===== src/rtl/gshare_pkg.sv =====
// Shared types and helpers for the gshare predictor table.
//   - cnt_t        : default-width saturating counter
//   - state_e      : table state (init sweep / ready)
//   - hash_idx     : gshare index hash (caller zero-extends and truncates)
//   - sat_update   : saturating counter step, width given by caller
package gshare_pkg;

  localparam int unsigned CNT_BITS_DEF = 2;
  localparam int unsigned HASH_W       = 32;
  localparam int unsigned SAT_W        = 16;

  typedef logic [CNT_BITS_DEF-1:0] cnt_t;

  typedef enum logic {
    ST_INIT  = 1'b0,
    ST_READY = 1'b1
  } state_e;

  // addr XOR zero-extended history; callers cast operands to HASH_W
  function automatic logic [HASH_W-1:0] hash_idx(input logic [HASH_W-1:0] addr,
                                                 input logic [HASH_W-1:0] hist);
    return addr ^ hist;
  endfunction

  // Saturating increment/decrement of a 'bits'-wide counter held in SAT_W bits
  function automatic logic [SAT_W-1:0] sat_update(input logic [SAT_W-1:0] cnt,
                                                  input logic             taken,
                                                  input int unsigned      bits);
    logic [SAT_W-1:0] max_val;
    max_val = (SAT_W'(1) << bits) - SAT_W'(1);
    if (taken) begin
      return (cnt == max_val) ? cnt : cnt + SAT_W'(1);
    end
    return (cnt == '0) ? cnt : cnt - SAT_W'(1);
  endfunction

endpackage


===== src/rtl/gshare_predictor_table_if.sv =====
// Bus between fetch / branch resolution (master) and the predictor table (slave).
//   pred*    : per-lane prediction request and registered response
//   spec*    : speculative GHR shift
//   recover* : GHR restore after mispredict
//   upd*     : counter training
//   OUT_ready: init sweep complete
interface gshare_predictor_table_if #(
  parameter int unsigned INDEX_LEN = 8,
  parameter int unsigned HIST_LEN  = 8,
  parameter int unsigned NUM_PORTS = 2
);

  logic                           OUT_ready;
  logic                           IN_predEn;
  logic [NUM_PORTS*INDEX_LEN-1:0] IN_predAddr;
  logic                           OUT_predValid;
  logic [NUM_PORTS-1:0]           OUT_predTaken;
  logic [HIST_LEN-1:0]            OUT_predHist;
  logic                           IN_specEn;
  logic                           IN_specTaken;
  logic                           IN_recoverEn;
  logic [HIST_LEN-1:0]            IN_recoverHist;
  logic                           IN_updEn;
  logic [INDEX_LEN-1:0]           IN_updAddr;
  logic [HIST_LEN-1:0]            IN_updHist;
  logic                           IN_updTaken;

  modport master (
    input  OUT_ready, OUT_predValid, OUT_predTaken, OUT_predHist,
    output IN_predEn, IN_predAddr, IN_specEn, IN_specTaken,
           IN_recoverEn, IN_recoverHist, IN_updEn, IN_updAddr,
           IN_updHist, IN_updTaken
  );

  modport slave (
    output OUT_ready, OUT_predValid, OUT_predTaken, OUT_predHist,
    input  IN_predEn, IN_predAddr, IN_specEn, IN_specTaken,
           IN_recoverEn, IN_recoverHist, IN_updEn, IN_updAddr,
           IN_updHist, IN_updTaken
  );

endinterface


===== src/rtl/gshare_counter_array.sv =====
// Flop-based counter storage.
//   rd_addr/rd_data : NUM_PORTS asynchronous read ports
//   wr_*            : one write port; wr_rdata returns the current value at
//                     wr_addr so the caller can do a read-modify-write
// Storage has no reset: the owner initialises it with a sweep.
module gshare_counter_array #(
  parameter int unsigned INDEX_LEN = 8,
  parameter int unsigned CNT_BITS  = 2,
  parameter int unsigned NUM_PORTS = 2
) (
  input  logic                 clk,
  input  logic [INDEX_LEN-1:0] rd_addr [NUM_PORTS],
  output logic [CNT_BITS-1:0]  rd_data [NUM_PORTS],
  input  logic                 wr_en,
  input  logic [INDEX_LEN-1:0] wr_addr,
  input  logic [CNT_BITS-1:0]  wr_data,
  output logic [CNT_BITS-1:0]  wr_rdata
);

  localparam int unsigned NUM_COUNTERS = 1 << INDEX_LEN;

  logic [CNT_BITS-1:0] mem_q [NUM_COUNTERS];

  // Single write port
  always_ff @(posedge clk) begin
    if (wr_en) begin
      mem_q[wr_addr] <= wr_data;
    end
  end

  // Asynchronous reads
  always_comb begin
    for (int k = 0; k < NUM_PORTS; k++) begin
      rd_data[k] = mem_q[rd_addr[k]];
    end
  end

  assign wr_rdata = mem_q[wr_addr];

endmodule


===== src/rtl/gshare_predictor_table.sv =====
// gshare predictor table: per-lane counters indexed by PC bits XOR GHR,
// registered prediction outputs, speculative GHR with recovery, and a
// hardware init sweep writing INIT_VAL to every counter after reset.
//   clk, rst : clock, synchronous active-high reset
//   bus      : slave side of gshare_predictor_table_if (predict/spec/recover/update)
module gshare_predictor_table
  import gshare_pkg::*;
#(
  parameter int unsigned INDEX_LEN = 8,
  parameter int unsigned HIST_LEN  = 8,
  parameter int unsigned CNT_BITS  = 2,
  parameter int unsigned NUM_PORTS = 2,
  parameter logic [CNT_BITS-1:0] INIT_VAL = CNT_BITS'(1) << (CNT_BITS - 1)
) (
  input logic clk,
  input logic rst,
  gshare_predictor_table_if.slave bus
);

  localparam int unsigned NUM_COUNTERS = 1 << INDEX_LEN;
  localparam logic [INDEX_LEN-1:0] LAST_IDX = INDEX_LEN'(NUM_COUNTERS - 1);

  state_e               state_q, state_d;
  logic [INDEX_LEN-1:0] ptr_q, ptr_d;
  logic [HIST_LEN-1:0]  ghr_q, ghr_d;
  logic                 ready_q, ready_d;
  logic                 pred_valid_q, pred_valid_d;
  logic [NUM_PORTS-1:0] pred_taken_q, pred_taken_d;
  logic [HIST_LEN-1:0]  pred_hist_q, pred_hist_d;

  logic [INDEX_LEN-1:0] rd_addr [NUM_PORTS];
  logic [CNT_BITS-1:0]  rd_data [NUM_PORTS];
  logic                 wr_en;
  logic [INDEX_LEN-1:0] wr_addr;
  logic [CNT_BITS-1:0]  wr_data;
  logic [CNT_BITS-1:0]  wr_rdata;
  logic [INDEX_LEN-1:0] upd_idx;
  logic [HIST_LEN-1:0]  ghr_shift;

  gshare_counter_array #(
    .INDEX_LEN (INDEX_LEN),
    .CNT_BITS  (CNT_BITS),
    .NUM_PORTS (NUM_PORTS)
  ) u_array (
    .clk      (clk),
    .rd_addr  (rd_addr),
    .rd_data  (rd_data),
    .wr_en    (wr_en),
    .wr_addr  (wr_addr),
    .wr_data  (wr_data),
    .wr_rdata (wr_rdata)
  );

  // Per-lane read index hashed with the current (pre-shift) GHR
  always_comb begin
    for (int k = 0; k < NUM_PORTS; k++) begin
      rd_addr[k] = INDEX_LEN'(hash_idx(HASH_W'(bus.IN_predAddr[k*INDEX_LEN +: INDEX_LEN]),
                                       HASH_W'(ghr_q)));
    end
  end

  assign upd_idx = INDEX_LEN'(hash_idx(HASH_W'(bus.IN_updAddr), HASH_W'(bus.IN_updHist)));

  // Speculative shift; a 1-bit history simply takes the new outcome
  if (HIST_LEN == 1) begin : g_hist1
    assign ghr_shift = bus.IN_specTaken;
  end else begin : g_histn
    assign ghr_shift = {ghr_q[HIST_LEN-2:0], bus.IN_specTaken};
  end

  // Next-state, write-port mux and output computation
  always_comb begin
    state_d      = state_q;
    ptr_d        = ptr_q;
    ghr_d        = ghr_q;
    ready_d      = ready_q;
    pred_valid_d = 1'b0;
    pred_taken_d = pred_taken_q;
    pred_hist_d  = pred_hist_q;
    wr_en        = 1'b0;
    wr_addr      = ptr_q;
    wr_data      = INIT_VAL;

    if (rst) begin
      state_d      = ST_INIT;
      ptr_d        = '0;
      ghr_d        = '0;
      ready_d      = 1'b0;
      pred_taken_d = '0;
      pred_hist_d  = '0;
    end else begin
      case (state_q)
        ST_INIT: begin
          wr_en   = 1'b1;
          wr_addr = ptr_q;
          wr_data = INIT_VAL;
          ptr_d   = ptr_q + INDEX_LEN'(1);
          if (ptr_q == LAST_IDX) begin
            state_d = ST_READY;
            ready_d = 1'b1;
          end
        end
        ST_READY: begin
          pred_valid_d = bus.IN_predEn;
          if (bus.IN_predEn) begin
            for (int k = 0; k < NUM_PORTS; k++) begin
              pred_taken_d[k] = rd_data[k][CNT_BITS-1];
            end
            pred_hist_d = ghr_q;
          end
          if (bus.IN_recoverEn) begin
            ghr_d = bus.IN_recoverHist;
          end else if (bus.IN_specEn) begin
            ghr_d = ghr_shift;
          end
          if (bus.IN_updEn) begin
            wr_en   = 1'b1;
            wr_addr = upd_idx;
            wr_data = CNT_BITS'(sat_update(SAT_W'(wr_rdata), bus.IN_updTaken, CNT_BITS));
          end
        end
        default: begin
          state_d = ST_INIT;
          ptr_d   = '0;
        end
      endcase
    end
  end

  // State and output registers
  always_ff @(posedge clk) begin
    state_q      <= state_d;
    ptr_q        <= ptr_d;
    ghr_q        <= ghr_d;
    ready_q      <= ready_d;
    pred_valid_q <= pred_valid_d;
    pred_taken_q <= pred_taken_d;
    pred_hist_q  <= pred_hist_d;
  end

  assign bus.OUT_ready     = ready_q;
  assign bus.OUT_predValid = pred_valid_q;
  assign bus.OUT_predTaken = pred_taken_q;
  assign bus.OUT_predHist  = pred_hist_q;

endmodule


===== src/flat_wrapper.sv =====
// flat-port wrapper written by rule: the top's interface ports become plain ports
module gshare_predictor_table_flat import gshare_pkg::*;
#(
  parameter int unsigned INDEX_LEN = 8,
  parameter int unsigned HIST_LEN  = 8,
  parameter int unsigned CNT_BITS  = 2,
  parameter int unsigned NUM_PORTS = 2,
  parameter logic [CNT_BITS-1:0] INIT_VAL = CNT_BITS'(1) << (CNT_BITS - 1)
)
  (clk, rst, bus_OUT_ready, bus_OUT_predValid, bus_OUT_predTaken, bus_OUT_predHist, bus_IN_predEn, bus_IN_predAddr, bus_IN_specEn, bus_IN_specTaken, bus_IN_recoverEn, bus_IN_recoverHist, bus_IN_updEn, bus_IN_updAddr, bus_IN_updHist, bus_IN_updTaken);
  gshare_predictor_table_if #(.INDEX_LEN(INDEX_LEN), .HIST_LEN(HIST_LEN), .NUM_PORTS(NUM_PORTS)) bus_i ();
  input logic clk;
  input logic rst;
  output wire logic [$bits(bus_i.OUT_ready)-1:0] bus_OUT_ready;
  output wire logic [$bits(bus_i.OUT_predValid)-1:0] bus_OUT_predValid;
  output wire logic [$bits(bus_i.OUT_predTaken)-1:0] bus_OUT_predTaken;
  output wire logic [$bits(bus_i.OUT_predHist)-1:0] bus_OUT_predHist;
  input wire logic [$bits(bus_i.IN_predEn)-1:0] bus_IN_predEn;
  input wire logic [$bits(bus_i.IN_predAddr)-1:0] bus_IN_predAddr;
  input wire logic [$bits(bus_i.IN_specEn)-1:0] bus_IN_specEn;
  input wire logic [$bits(bus_i.IN_specTaken)-1:0] bus_IN_specTaken;
  input wire logic [$bits(bus_i.IN_recoverEn)-1:0] bus_IN_recoverEn;
  input wire logic [$bits(bus_i.IN_recoverHist)-1:0] bus_IN_recoverHist;
  input wire logic [$bits(bus_i.IN_updEn)-1:0] bus_IN_updEn;
  input wire logic [$bits(bus_i.IN_updAddr)-1:0] bus_IN_updAddr;
  input wire logic [$bits(bus_i.IN_updHist)-1:0] bus_IN_updHist;
  input wire logic [$bits(bus_i.IN_updTaken)-1:0] bus_IN_updTaken;
  assign bus_OUT_ready = bus_i.OUT_ready;
  assign bus_OUT_predValid = bus_i.OUT_predValid;
  assign bus_OUT_predTaken = bus_i.OUT_predTaken;
  assign bus_OUT_predHist = bus_i.OUT_predHist;
  assign bus_i.IN_predEn = bus_IN_predEn;
  assign bus_i.IN_predAddr = bus_IN_predAddr;
  assign bus_i.IN_specEn = bus_IN_specEn;
  assign bus_i.IN_specTaken = bus_IN_specTaken;
  assign bus_i.IN_recoverEn = bus_IN_recoverEn;
  assign bus_i.IN_recoverHist = bus_IN_recoverHist;
  assign bus_i.IN_updEn = bus_IN_updEn;
  assign bus_i.IN_updAddr = bus_IN_updAddr;
  assign bus_i.IN_updHist = bus_IN_updHist;
  assign bus_i.IN_updTaken = bus_IN_updTaken;
  gshare_predictor_table #(.INDEX_LEN(INDEX_LEN), .HIST_LEN(HIST_LEN), .CNT_BITS(CNT_BITS), .NUM_PORTS(NUM_PORTS), .INIT_VAL(INIT_VAL)) u_core (.clk(clk), .rst(rst), .bus(bus_i));
endmodule

===== config.mk =====
export PLATFORM = sky130hd
export DESIGN_NAME = gshare_predictor_table_flat
export DESIGN_NICKNAME = d
export VERILOG_FILES = /design/src/rtl/gshare_pkg.sv /design/src/rtl/gshare_predictor_table_if.sv /design/src/rtl/gshare_counter_array.sv /design/src/rtl/gshare_predictor_table.sv /design/src/flat_wrapper.sv
export SDC_FILE = /design/constraint.sdc
export NUM_CORES = 1
export LEC_CHECK = 0
export BUFFER_PORTS_ARGS = -buffer_cell sky130_fd_sc_hd__clkbuf_2
export CORE_MARGIN = 1.5
export CORE_UTILIZATION = 40
export DETAILED_ROUTE_END_ITERATION = 10
export SLEW_MARGIN = 20
export SYNTH_ARGS = -nofsm -noshare
export SYNTH_HDL_FRONTEND = slang
export SYNTH_SLANG_ARGS = --single-unit

===== constraint.sdc =====
create_clock -name clk -period 16.2 [get_ports clk]
set_input_delay 3.24 -clock clk [delete_from_list [all_inputs] [get_ports clk]]
set_output_delay 3.24 -clock clk [all_outputs]
set_load 0.005 [all_outputs]

==> metrics.csv <==
stage,metric,value,unit
setup_path,crit_arrival,10.11,ns
yosys,synth_top_area_cell,edfxtp_1,
timing,layout_setup_ws,6.392,ns
timing,slew_violations,0,
yosys,synthArstFlopShare,0,%
timing,rsz0062_at_grt,false,
final_layout,synthToLayoutAreaGrowth,12.00,%
timing,holdWs,0.4563,ns
routing,dr.pass1.iters,6,
global_route,grt_pass1_vias,19090,
routing,wire_per_inst,32.24,um
setup_path,path_class,primary input to register,
place,dp_cells,2873,
setup_path,reg2regPathDepth,13,
timing,final.setup.tns,0,ns
global_route,grt_antenna_before_repair,4,
timing,finalSetupViolations,0,
clocking,clock-root-buffer,clkbuf_16,
place,io_buffers,59,
clocking,cts_hold_buf,0,
place,placed_cell_area,0.02875,mm2
timing,relSlewSlack,18.57,%
global_route,grt_pass1_wl,137.2,mm
clocking,cts_tree,built,
routing,drc_errors,0,
final_layout,regArea,0.01596,mm2
timing,finalHoldViolCount,0,
setup_path,end_kind,register,
floorplan,die_width,264.5,um
setup_path,r2r-end,u_core.u_array.mem_q[51][0],
clocking,clk_path_buf_depth,3,
place,dpl.hpwl,61.90,mm
clocking,cts_resized,0,
yosys,synth-edff-count,512,
place,place_ws,5.319,ns
pwr,leakagePower,10.52,nW
setup_path,start_kind,primary input,
routing,avgViaCountPerCell,6.614,
clocking,cts_made_buffers,58,
global_route,grt_overflow,0,
final_layout,fin_nets,2111,
yosys,syn_inst,2023,
yosys,syn_area,0.02736,mm2
min_path,min_to,u_core.bus.OUT_predHist[3],
status,status,completed,
setup_path,reg2reg_from,u_core.state_q,
routing,ant_nets,0,
clocking,htree_levels,2,
flow_run,maxCapViolCount,0,
yosys,yosysSeqAreaShare,58.32,%
pwr,powerDensity,100.3,mW/mm2
global_route,grt.total_usage,27.27,%
setup_path,cp_data_required_time,16.50,ns
clocking,clk_pin_slew_worst_paths,0.06,ns
global_route,grt_max_degree,125,
floorplan,num_io_pins,60,
timing,finalCritPeriodShare,60.54,%
final_layout,final_cells,2984,
min_path,min_from,u_core.bus.OUT_predHist[3],
yosys,synthDominantCellAreaShare,56.20,%
yosys,synthFlopType,edfxtp_1,
clocking,worstSkewPairLatency,0.64,ns
min_path,holdCritPathClass,register to register,
yosys,ys_types,69,
pwr,ir_drop,0.09545,mV
clocking,cts_sinks,541,
timing,skew,0.01470,ns
routing,initialDrtViolationCount,3022,
yosys,ys_ff_latch,541,
floorplan,rows,95,
yosys,synth_nets,2072,
final_layout,drive_gt1_share,21.43,%
setup_path,crit_fanout,98,
timing,max_freq,102.0,MHz
setup_path,regToRegSetupSlack,8.85,ns
final_layout,fillCellCount,5975,
yosys,yosys.cell_count.top_type,edfxtp_1,
floorplan,start_util,40.59,%
timing,fin_crit,9.808,ns
routing,vias,19740,
routing,wl,96.19,mm
yosys,synth_warnings,0,
yosys,synthTopCellsByCount,"edfxtp_1, nor2_1, nand2_1, mux4_2, clkbuf_1",
floorplan,design.core.area,0.06740,mm2
yosys,synth.avg_cell_area,13.52,um2
final_layout,fin_area,0.03064,mm2
min_path,hold_depth,2,
final_layout,multi_input_comb_area,0.01085,mm2
yosys,synthTopCellsByArea,"edfxtp_1, mux4_2, nor2_1, nand2_1, mux2i_1",
floorplan,dieArea,0.06997,mm2
place,gp_congestion,1.019,
floorplan,dieHeight,264.5,um
clocking,postCtsSetupRepairBufs,0,
timing,tightest_slew,1.191,ns
[critical path: stages]
cell and delay [ns]:
clkbuf_2 0.38, and3b_2 0.34, buf_4 0.54, mux2i_4 0.74, buf_4 0.58, buf_4 0.62
mux4_2 0.59, o2111ai_1 0.20, a22oi_1 0.12, nor4_1 0.66, nand4_1 0.24, maj3_2 0.39
nor2_4 0.41, buf_4 0.83
[worst max-delay path by stage]
stage	end	slack, ns	start
final	u_core.u_array.mem_q[51][0]	6.39	rst
after global routing	u_core.u_array.mem_q[222][0]	6.29	rst
after CTS	u_core.u_array.mem_q[23][0]	5.96	rst
after detailed placement	u_core.u_array.mem_q[163][0]	5.32	rst
after global placement	u_core.u_array.mem_q[255][0]	5.51	rst
after floorplan	u_core.u_array.mem_q[0][0]	3.14	rst
[cell type report]
cell class | count | share of cell area [%]
Sequential cell | 541 | 52.07
Multi-Input combinational cell | 1325 | 35.41
Clock buffer | 71 | 4.896
Tap cell | 873 | 3.565
Timing Repair Buffer | 128 | 2.842
Clock inverter | 36 | 1.098
Inverter | 8 | 0.09801
Antenna cell | 2 | 0.01633
[state kept, by name (all words and copies together), names as in the netlist]
name                      cells
u_core.bus.OUT_ready          1
u_core.u_array.mem_q        512
u_core.state_q                1
u_core.bus.OUT_predTaken      2
u_core.ptr_q                  8
u_core.bus.OUT_predHist       8
u_core.bus.OUT_predValid      1
u_core.ghr_q                  8
[cells in the final DEF (no fill, tap or decap), types with 14 or more instances in the layout]
cell type / count
mux2i_1: 66
dfxtp_1: 29
a211oi_1: 18
nor3_1: 15
nand3_1: 72
mux4_2: 199
clkbuf_16: 58
edfxtp_1: 512
a21oi_1: 61
a31oi_1: 19
nand2_1: 250
and3_1: 19
o21ai_0: 16
buf_4: 65
nor2_1: 329
xnor2_1: 14
o22ai_1: 16
clkinv_1: 15
a22oi_1: 28
xor2_1: 20
a32oi_1: 15
nand4_1: 18
clkbuf_2: 59
[per-layer routing]
layer / vias to the layer above / wire length [um] / GRT usage [%]
met5: - / 27 / 0
met4: 4 / 5774 / 14.73
met3: 330 / 13220 / 9.150
met2: 1444 / 41120 / 39.31
met1: 9994 / 36050 / 36.38
li1: 7965 / - / -
[power breakdown]
group / switching, mW / total (mW) / internal [mW]
registers: 0.00273 / 1.51 / 1.51
logic: 0.168 / 0.250 / 0.0811
clock network: 0.563 / 1.31 / 0.750
total: 0.735 / 3.07 / 2.34
[metrics by stage]
step / utilization [%] / total power [mW]
floorplan: - / 1.691
CTS: 45.38 / 3.076
finish: 45.46 / 3.074
detailed placement: 42.65 / 1.781
global route: 45.45 / 3.137
global placement: 42.62 / 1.780
[kinds of logic after synthesis]
family	synth area share [%]
DFF	58.32
xor gates and xnor gates	1.345
AOI/OAI and AO/OA	6.261
and+or+nand+nor	11.84
buffers and inverters	2.804
adders and majority gates	0.1281
muxes	19.30
Power figures use the tool's default switching activity.
